===== config.mk =====
export PLATFORM = sky130hd
export DESIGN_NAME = psdram_arbiter
export DESIGN_NICKNAME = d
export VERILOG_FILES = /design/src/rtl/psdram_pkg.sv /design/src/rtl/psdram_prio_sel.sv /design/src/rtl/psdram_arbiter.sv
export SDC_FILE = /design/constraint.sdc
export NUM_CORES = 1
export LEC_CHECK = 0
export BUFFER_PORTS_ARGS = -buffer_cell sky130_fd_sc_hd__buf_4
export CAP_MARGIN = 20
export CORE_MARGIN = 1.5
export CORE_UTILIZATION = 45
export CTS_BUF_LIST = sky130_fd_sc_hd__clkbuf_16
export DETAILED_ROUTE_END_ITERATION = 10
export PLACE_DENSITY = 0.76
export SLEW_MARGIN = 20
export SYNTH_ARGS = -nofsm -noshare
export SYNTH_HDL_FRONTEND = slang
export SYNTH_HIERARCHICAL = 1
export SYNTH_SLANG_ARGS = --single-unit
export TNS_END_PERCENT = 1

===== constraint.sdc =====
create_clock -name clk_25Mhz -period 6.05 [get_ports clk_25Mhz]
set_clock_uncertainty 0.1 [all_clocks]
set_input_delay 0.605 -clock clk_25Mhz [delete_from_list [all_inputs] [get_ports clk_25Mhz]]
set_output_delay 0.605 -clock clk_25Mhz [all_outputs]
set_load 0.01 [all_outputs]

===== src/rtl/psdram_pkg.sv =====
`default_nettype none
// ============================================================================
//  Module      : psdram_pkg
//  Description : Shared types and constants for the PSDRAM arbiter slice:
//                FSM state encoding, pad address/data widths and the
//                inactive level of the active-low strobes.
//  Revision    : 1.0 - initial release
// ============================================================================
package psdram_pkg;

    localparam int   C_ADDR_W     = 23;
    localparam int   C_DATA_W     = 16;
    localparam logic C_STROBE_OFF = 1'b1;

    typedef enum logic [1:0] {
        IDLE    = 2'd0,
        ACCESS  = 2'd1,
        RECOVER = 2'd2
    } state_t;

endpackage
`default_nettype wire


===== src/rtl/psdram_prio_sel.sv =====
`default_nettype none
// ============================================================================
//  Module      : psdram_prio_sel
//  Description : Grant decision between video and host. Video wins by fixed
//                priority unless its burst streak is exhausted while the host
//                is waiting, in which case the host is let through.
//  Revision    : 1.0 - initial release
// ============================================================================
module psdram_prio_sel (
    input  logic vid_req,
    input  logic host_req,
    input  logic streak_full,
    output logic grant_vid,
    output logic grant_host
);

    // Host wins when video is absent or has used up its burst allowance.
    assign grant_host = host_req & (~vid_req | streak_full);
    assign grant_vid  = vid_req & ~grant_host;

endmodule
`default_nettype wire


===== src/rtl/psdram_arbiter.sv =====
`default_nettype none
// ============================================================================
//  Module      : psdram_arbiter
//  Description : Two-port (video read / host read-write) arbiter for an
//                asynchronous PSDRAM. Each access holds CE and OE/WR low for
//                ACCESS_CYCLES cycles followed by one recovery cycle.
//  Revision    : 1.0 - initial release
// ============================================================================
module psdram_arbiter
    import psdram_pkg::*;
#(
    parameter int ACCESS_CYCLES = 3,
    parameter int MAX_VID_BURST = 8
) (
    input  logic                clk_25Mhz,
    input  logic                reset,
    input  logic                vid_req,
    input  logic [C_ADDR_W-1:0] vid_addr,
    output logic                vid_ack,
    output logic [C_DATA_W-1:0] vid_rdata,
    input  logic                host_req,
    input  logic                host_we,
    input  logic [C_ADDR_W-1:0] host_addr,
    input  logic [C_DATA_W-1:0] host_wdata,
    output logic                host_ack,
    output logic [C_DATA_W-1:0] host_rdata,
    output logic [C_ADDR_W-1:0] MemAdr,
    output logic [C_DATA_W-1:0] MemDataOut,
    output logic                MemDataOE,
    input  logic [C_DATA_W-1:0] MemDataIn,
    output logic                RamCE,
    output logic                MemOE,
    output logic                MemWR,
    output logic                RamLB,
    output logic                RamUB
);

    localparam int CNT_W    = $clog2(ACCESS_CYCLES);
    localparam int STREAK_W = $clog2(MAX_VID_BURST + 1);

    state_t              r_state, w_state_nx;
    logic [CNT_W-1:0]    r_cnt, w_cnt_nx;
    logic [STREAK_W-1:0] r_streak, w_streak_nx;
    logic                r_win_host, w_win_host_nx;
    logic                r_we, w_we_nx;
    logic [C_ADDR_W-1:0] r_adr, w_adr_nx;
    logic [C_DATA_W-1:0] r_dout, w_dout_nx;
    logic                r_pad_oe, w_pad_oe_nx;
    logic                r_ce, r_oe, r_wr, r_lb, r_ub;
    logic                w_ce_nx, w_oe_nx, w_wr_nx, w_lb_nx, w_ub_nx;
    logic                r_vid_ack, w_vid_ack_nx, r_host_ack, w_host_ack_nx;
    logic [C_DATA_W-1:0] r_vid_rdata, w_vid_rdata_nx;
    logic [C_DATA_W-1:0] r_host_rdata, w_host_rdata_nx;
    logic                w_grant_vid, w_grant_host, w_streak_full;

    assign w_streak_full = (r_streak == STREAK_W'(MAX_VID_BURST));

    psdram_prio_sel u_prio_sel (
        .vid_req     (vid_req),
        .host_req    (host_req),
        .streak_full (w_streak_full),
        .grant_vid   (w_grant_vid),
        .grant_host  (w_grant_host)
    );

    // Next-state and next-output computation; every register holds by default.
    always_comb begin
        w_state_nx      = r_state;
        w_cnt_nx        = r_cnt;
        w_streak_nx     = r_streak;
        w_win_host_nx   = r_win_host;
        w_we_nx         = r_we;
        w_adr_nx        = r_adr;
        w_dout_nx       = r_dout;
        w_pad_oe_nx     = r_pad_oe;
        w_ce_nx         = r_ce;
        w_oe_nx         = r_oe;
        w_wr_nx         = r_wr;
        w_lb_nx         = r_lb;
        w_ub_nx         = r_ub;
        w_vid_ack_nx    = 1'b0;
        w_host_ack_nx   = 1'b0;
        w_vid_rdata_nx  = r_vid_rdata;
        w_host_rdata_nx = r_host_rdata;
        case (r_state)
            IDLE: begin
                // Streak only counts video grants made while the host waits.
                if (!host_req || w_grant_host) begin
                    w_streak_nx = '0;
                end else if (w_grant_vid && !w_streak_full) begin
                    w_streak_nx = r_streak + STREAK_W'(1);
                end
                if (w_grant_vid || w_grant_host) begin
                    w_state_nx    = ACCESS;
                    w_cnt_nx      = CNT_W'(ACCESS_CYCLES - 1);
                    w_win_host_nx = w_grant_host;
                    w_we_nx       = w_grant_host & host_we;
                    w_adr_nx      = w_grant_host ? host_addr : vid_addr;
                    w_ce_nx       = 1'b0;
                    w_lb_nx       = 1'b0;
                    w_ub_nx       = 1'b0;
                    if (w_grant_host && host_we) begin
                        w_dout_nx   = host_wdata;
                        w_wr_nx     = 1'b0;
                        w_pad_oe_nx = 1'b1;
                    end else begin
                        w_oe_nx = 1'b0;
                    end
                end else begin
                    w_ce_nx     = C_STROBE_OFF;
                    w_oe_nx     = C_STROBE_OFF;
                    w_wr_nx     = C_STROBE_OFF;
                    w_lb_nx     = C_STROBE_OFF;
                    w_ub_nx     = C_STROBE_OFF;
                    w_pad_oe_nx = 1'b0;
                end
            end
            ACCESS: begin
                if (r_cnt == '0) begin
                    w_state_nx  = RECOVER;
                    w_ce_nx     = C_STROBE_OFF;
                    w_oe_nx     = C_STROBE_OFF;
                    w_wr_nx     = C_STROBE_OFF;
                    w_lb_nx     = C_STROBE_OFF;
                    w_ub_nx     = C_STROBE_OFF;
                    w_pad_oe_nx = 1'b0;
                    if (r_win_host) begin
                        w_host_ack_nx = 1'b1;
                        if (!r_we) begin
                            w_host_rdata_nx = MemDataIn;
                        end
                    end else begin
                        w_vid_ack_nx   = 1'b1;
                        w_vid_rdata_nx = MemDataIn;
                    end
                end else begin
                    w_cnt_nx = r_cnt - CNT_W'(1);
                end
            end
            RECOVER: begin
                w_state_nx = IDLE;
            end
            default: begin
                w_state_nx = IDLE;
            end
        endcase
    end

    // State and registered pad/port outputs; reset parks the bus idle.
    always_ff @(posedge clk_25Mhz or posedge reset) begin
        if (reset) begin
            r_state      <= IDLE;
            r_cnt        <= '0;
            r_streak     <= '0;
            r_win_host   <= 1'b0;
            r_we         <= 1'b0;
            r_adr        <= '0;
            r_dout       <= '0;
            r_pad_oe     <= 1'b0;
            r_ce         <= C_STROBE_OFF;
            r_oe         <= C_STROBE_OFF;
            r_wr         <= C_STROBE_OFF;
            r_lb         <= C_STROBE_OFF;
            r_ub         <= C_STROBE_OFF;
            r_vid_ack    <= 1'b0;
            r_host_ack   <= 1'b0;
            r_vid_rdata  <= '0;
            r_host_rdata <= '0;
        end else begin
            r_state      <= w_state_nx;
            r_cnt        <= w_cnt_nx;
            r_streak     <= w_streak_nx;
            r_win_host   <= w_win_host_nx;
            r_we         <= w_we_nx;
            r_adr        <= w_adr_nx;
            r_dout       <= w_dout_nx;
            r_pad_oe     <= w_pad_oe_nx;
            r_ce         <= w_ce_nx;
            r_oe         <= w_oe_nx;
            r_wr         <= w_wr_nx;
            r_lb         <= w_lb_nx;
            r_ub         <= w_ub_nx;
            r_vid_ack    <= w_vid_ack_nx;
            r_host_ack   <= w_host_ack_nx;
            r_vid_rdata  <= w_vid_rdata_nx;
            r_host_rdata <= w_host_rdata_nx;
        end
    end

    assign MemAdr     = r_adr;
    assign MemDataOut = r_dout;
    assign MemDataOE  = r_pad_oe;
    assign RamCE      = r_ce;
    assign MemOE      = r_oe;
    assign MemWR      = r_wr;
    assign RamLB      = r_lb;
    assign RamUB      = r_ub;
    assign vid_ack    = r_vid_ack;
    assign host_ack   = r_host_ack;
    assign vid_rdata  = r_vid_rdata;
    assign host_rdata = r_host_rdata;

endmodule
`default_nettype wire


* Word level (Yosys, flattened, before mapping)
Cells that the tools add are included. Widths: inputs -> output; s select.
Word-level totals: input bits 83, memories 0, RAM bits 0, output and inout port bits 79, ROM bits 0, bits in latches 0, word-level logic and storage cells 80, bits in registers 87
Operators by class: reductions and logical operators 20, equality and inequality tests 7, shifts and indexed selects 0, muxes and demuxes 28, $lt $le $gt $ge 0, multiply operators 0, div/mod/pow operators 0, $add $sub $neg 2, bitwise gates (word level) 8
Operators with widths (count):
- $mux 23 | 1
- $mux 1 | 15
- $reduce_and 3->1 | 5
- $mux 2 | 4
- $mux 4 | 2
- $pmux 1 s2 | 4
- $pmux 2 s2 | 2
- $reduce_and 2->1 | 4
- $ne 2x2->1 const B | 3
- $ne 3x3->1 const B | 2
- $add 4x1->4 const B | 1
- $eq 4x4->1 const B | 1
- $logic_not 2->1 | 2
- $not 1->1 | 4
- $reduce_and 4->1 | 1
- $reduce_bool 2->1 | 2
- $and 1x1->1 | 3
- $eq 2x1->1 const B | 1
- $logic_and 1x1->1 | 2
- $logic_not 1->1 | 2
- $logic_or 1x1->1 | 2
- $sub 2x1->2 const B | 1
- $or 1x1->1 | 1

* Depth between registers and ports, before layout
depth in word-level cells 8, mapped depth 10, gate-level depth less buffers 9

* By module
Netlist, hierarchy kept.
By module, submodules not included:
- psdram_arbiter | cells each 282, area each 3708.6 um^2, sequential area each 2180.8 um^2, times used 1
- psdram_prio_sel | cells each 3, area each 18.8 um^2, sequential area each 0.0 um^2, times used 1

* Worst setup path after synthesis
Ideal clock, no wire load.
path type register -> register, from register r_streak[0], to register r_dout[10] (netlist: MemDataOut[10]), setup time 0.125 ns, clock period less this slack 2.134 ns, data required time 5.825 ns, cell stages (with the launch flop) 11, arrival 1.909 ns, path slack 3.916 ns, cells stage by stage dfrtp_1 > inv_1 > ha_1 > nand3b_1 > inv_1 > inv_1 > a21boi_1 > nand2_1 > nor2_8 > buf_6 > mux2_2
Between the ends: longest elaborated chain between the ends 7
RTL lines:
- from (decl) | RTL line psdram_arbiter.sv:43 | logic [STREAK_W-1:0] r_streak, w_streak_nx;
- from (signal assigned) | RTL line psdram_arbiter.sv:172 | r_streak <= w_streak_nx;
- $eq 4x4->1 * | RTL line psdram_arbiter.sv:56 | assign w_streak_full = (r_streak == STREAK_W'(MAX_VID_BURST));
- named net w_streak_full | RTL line psdram_arbiter.sv:54 | logic w_grant_vid, w_grant_host, w_streak_full;
- $or 1x1->1 * | RTL line psdram_prio_sel.sv:18 | assign grant_host = host_req & (~vid_req | streak_full);
- $and 1x1->1 * | RTL line psdram_prio_sel.sv:18
- named net w_grant_host | RTL line psdram_arbiter.sv:54
- $not 1->1 | RTL line psdram_prio_sel.sv:19 | assign grant_vid = vid_req & ~grant_host;
- $and 1x1->1 | RTL line psdram_prio_sel.sv:19
- $logic_or 1x1->1 | RTL line psdram_arbiter.sv:93 | if (w_grant_vid || w_grant_host) begin
- $reduce_and 3->1 (no source line) *
- to (signal assigned) | RTL line psdram_arbiter.sv:176 | r_dout <= w_dout_nx;
- to (decl) | RTL line psdram_arbiter.sv:47 | logic [C_DATA_W-1:0] r_dout, w_dout_nx;
Mark *: on every way through the listed nets, which the timed path passes. The rest lies on a longest branch. A chain may end at the register's enable or synchronous reset.

* Worst setup path after layout
from register r_streak[0], to register r_adr[22] (netlist: MemAdr[22])
Between the ends: longest elaborated chain between the ends 7
RTL lines:
- $eq 4x4->1 | RTL line psdram_arbiter.sv:56
- named net w_streak_full | RTL line psdram_arbiter.sv:54
- $or 1x1->1 | RTL line psdram_prio_sel.sv:18
- $and 1x1->1 | RTL line psdram_prio_sel.sv:18
- $not 1->1 | RTL line psdram_prio_sel.sv:19
- $and 1x1->1 | RTL line psdram_prio_sel.sv:19
- named net w_grant_vid | RTL line psdram_arbiter.sv:54
- $logic_or 1x1->1 | RTL line psdram_arbiter.sv:93
- $reduce_and 2->1 (no source line)
- to (signal assigned) | RTL line psdram_arbiter.sv:175 | r_adr <= w_adr_nx;
- to (decl) | RTL line psdram_arbiter.sv:46 | logic [C_ADDR_W-1:0] r_adr, w_adr_nx;
The timed path passes the listed nets, and every way through them passes these cells.

==> metrics.yaml <==
grt:
  grt_antenna_before_repair: 0
  grt_pass1_vias: 2736
  global_route_wire_length_before_repair_mm: 13.1
  globalRouteTotalUtil_pct: 19.0
  maximum_number_of_pins_on_one_net_before_global_route_repair: 88
  overflow: 0
floorplan:
  coreArea_um2: 8130
  io-pin-count: 162
  initial_utilization_pct: 45.8
  row_cnt: 33
  floorplan.die_area_um2: 8840
  chipWidth_um: 94.0
  die_h_um: 94.0
timing:
  fin_setup_tns_ns: 0
  timing_max_transition_violations_final: 0
  finalHoldViolCount: 0
  finalCriticalPeriod_ns: 2.44
  slew-limit-headroom_pct: 36.9
  worst_margin_slew_ns: 0.938
  setup_violations: 0
  rsz0062_at_grt: "no"
  min_period_over_period_pct: 40.4
  max_clock_freq_ghz: 0.409
setup_path:
  worst_ep_required_time_ns: 6.14
  crit_chain: "inv_1 -> ha_1 -> nand3b_1 -> inv_1 -> a21boi_0 -> nor2_1 -> buf_4 -> o21ai_0 -> o21ai_0"
  timing.critical_path.slowest_cell_delay_ns: 0.73
  cpMaxStageDelayCell: "sky130_fd_sc_hd__a21boi_0"
  critical_path.max_fanout: 25
  worst_setup_path_start_kind: "register"
  crit_buf_inv: 3
  arrival_time_worst_endpoint_ns: 2.54
  setup.worst_path.end_class: "register"
  criticalPathCategory: "reg -> reg"
  cpLargestDelayFamily: "compound AO/OA/AOI/OAI gates"
detailed_routing:
  avgViaCountPerCell: 5.05
  number_of_vias_after_detailed_routing: 2793
  drt_first_iter_violations: 111
  drt_first_pass_iters: 4
  drc_errors: 0
  antenna_left: 0
  wirelength_mm: 8.23
  wl_per_cell_um: 14.9
logic_synthesis:
  post_synth_num_cell_types: 43
  yosys_warning_total: 6
  ys_seq_elements: 87
  avgSynthCellArea_um2: 13.1
  ys_dominant_reg_cell: "sky130_fd_sc_hd__dfrtp_1"
  synth-async-reset-ratio_pct: 100
  mappedNetlistArea_um2: 3730
  syn_inst: 285
  synth-seq-area-share_pct: 58.5
  synth_fp_nets: 371
  number_of_synthesized_flops_with_an_enable_pin: 0
cts:
  cts.clk_slew.worst_paths_ns: 0.06
  cts_tree: "yes"
  number_of_buffers_on_the_longest_clock_path: 2
  cts_setup_buffers: 0
  cts_repair_resize_count: 0
  clock_insertion_delay_worst_skew_ns: 0.32
  htreeDepth: 3
  cts_root_buf: "sky130_fd_sc_hd__clkbuf_16"
  cts_made_buffers: 9
  cts_sinks: 87
  quantity_of_hold_fixing_buffers_added_after_cts: 0
layout:
  layout-drive-gt1-share_pct: 53.3
  syn2layout_area_growth_pct: 42.5
  antennaDiodeCount: 0
  fin_nets: 530
  most-common-layout-cells: "sky130_fd_sc_hd__buf_4 (164), sky130_fd_sc_hd__dfrtp_1 (84), sky130_fd_sc_hd__mux2_2 (48), sky130_fd_sc_hd__o21ai_0 (48), sky130_fd_sc_hd__mux2i_1 (25)"
  final_common_cell: "sky130_fd_sc_hd__buf_4"
run_status:
  result_of_the_run: "finished, final reports clean"
power:
  power_density_nw_per_um2: 502
  total_power_w: 0.00267
  p_leak_nw: 2.57
  power.ir.vdd_worst_mv: 0.191
place:
  port_buffers: 161
  detailed_place_hpwl_mm: 5.78
  weighted_congestion_at_the_end_of_routability_driven_global_placement: 0.739
worst_hold_path:
  min_path_type: "in -> async"
job:
  max_cap_violations: 0
[through the flow]
stage / utilization [%] / instance area (um^2) / worst slack, ns / hold WS (ns) / instances
final: 65.3 / 5310 / 3.61 / 0.390 / 553
after global routing: 65.3 / 5310 / 3.38 / 0.405 / 553
after CTS: 65.2 / 5310 / 3.62 / 0.392 / 553
after detailed placement: 61.5 / 5000 / 3.66 / 0.371 / 538
after global placement: 61.5 / 5000 / 3.80 / 0.366 / 538
after floorplan: - / 3730 / 3.10 / 0.351 / 285
[worst paths after layout]
check                                  from            end  slack [ns]  depth (start not counted)
min in group clk_25Mhz             r_cnt[1]       r_cnt[1]        0.39                          1
worst min register to register     r_cnt[1]       r_cnt[1]        0.39                          1
worst max-delay path            r_streak[0]     MemAdr[22]        3.61                          9
worst min-delay path                  reset  host_rdata[9]        0.39                          3
max in group asynchronous             reset     MemAdr[20]        4.93                          3
worst max register to register  r_streak[0]     MemAdr[22]        3.61                          9
[state kept, by name (all words and copies together), names as in the netlist]
| name | flops |
|---|---|
| MemDataOut | 16 |
| vid_ack | 1 |
| r_cnt | 2 |
| MemDataOE | 1 |
| host_ack | 1 |
| MemOE | 1 |
| MemWR | 1 |
| host_rdata | 16 |
| r_win_host | 1 |
| vid_rdata | 16 |
| RamUB | 1 |
| MemAdr | 23 |
| r_state | 2 |
| r_streak | 4 |
| r_we | 1 |
[cell usage after synthesis, types with 2 or more instances]
cell type                  number  share of area (%)
sky130_fd_sc_hd__mux2i_1       25                6.7
sky130_fd_sc_hd__o22ai_1        3               0.50
sky130_fd_sc_hd__ha_1           3                1.0
sky130_fd_sc_hd__o21ai_0       48                6.4
sky130_fd_sc_hd__buf_4          4               0.81
sky130_fd_sc_hd__inv_1         13                1.3
sky130_fd_sc_hd__buf_2          4               0.54
sky130_fd_sc_hd__nand2_1        5               0.50
sky130_fd_sc_hd__a21oi_1        3               0.40
sky130_fd_sc_hd__mux2_2        48                 15
sky130_fd_sc_hd__buf_6          3               0.91
sky130_fd_sc_hd__nand4_1        2               0.34
sky130_fd_sc_hd__dfstp_2        3                2.1
sky130_fd_sc_hd__nor3_1         2               0.27
sky130_fd_sc_hd__nor2_1         3               0.30
sky130_fd_sc_hd__clkbuf_1       6               0.60
sky130_fd_sc_hd__dfrtp_1       84                 56
[layout make-up]
class                           count  area, um^2
Fill cell                         643        2820
Tap cell                          105         131
Timing Repair Buffer              165        1240
Clock inverter                      6        77.6
Clock buffer                        9         225
Inverter                           13        50.0
Sequential cell                    87        2180
Multi-Input combinational cell    168        1400
[where the power goes]
part,internal (W),switching (W)
logic,0.000599,0.000471
registers,0.000865,0.000169
clock network,0.000355,0.000206
total,0.00182,0.000846
[routing by layer]
metal | share of wire, % | global-route usage [%] | up-vias
met5 | 0 | 0 | -
met4 | 0.92 | 8.58 | 0
met3 | 5.9 | 4.21 | 10
met2 | 51 | 30.9 | 101
met1 | 42 | 24.3 | 1353
li1 | - | - | 1329
[worst register-to-register path, stage by stage, from the launching register on]
cell	delay, ns
sky130_fd_sc_hd__dfrtp_1	0.41
sky130_fd_sc_hd__inv_1	0.06
sky130_fd_sc_hd__ha_1	0.20
sky130_fd_sc_hd__nand3b_1	0.13
sky130_fd_sc_hd__inv_1	0.07
sky130_fd_sc_hd__a21boi_0	0.73
sky130_fd_sc_hd__nor2_1	0.08
sky130_fd_sc_hd__buf_4	0.25
sky130_fd_sc_hd__o21ai_0	0.18
sky130_fd_sc_hd__o21ai_0	0.11
[kinds of logic (layout without fill, tap and decap cells)]
group | Yosys count | count (layout) | synth area share (%)
AO/OA/AOI/OAI | 66 | 66 | 9.97
adder cells (fa/ha/maj) | 3 | 3 | 1.01
buffers and inverters | 30 | 193 | 4.16
flip-flops | 87 | 87 | 58.5
multiplexers | 73 | 73 | 21.2
AND/OR/NAND/NOR | 26 | 26 | 5.14
No activity file was read; power rests on OpenSTA's default activity.
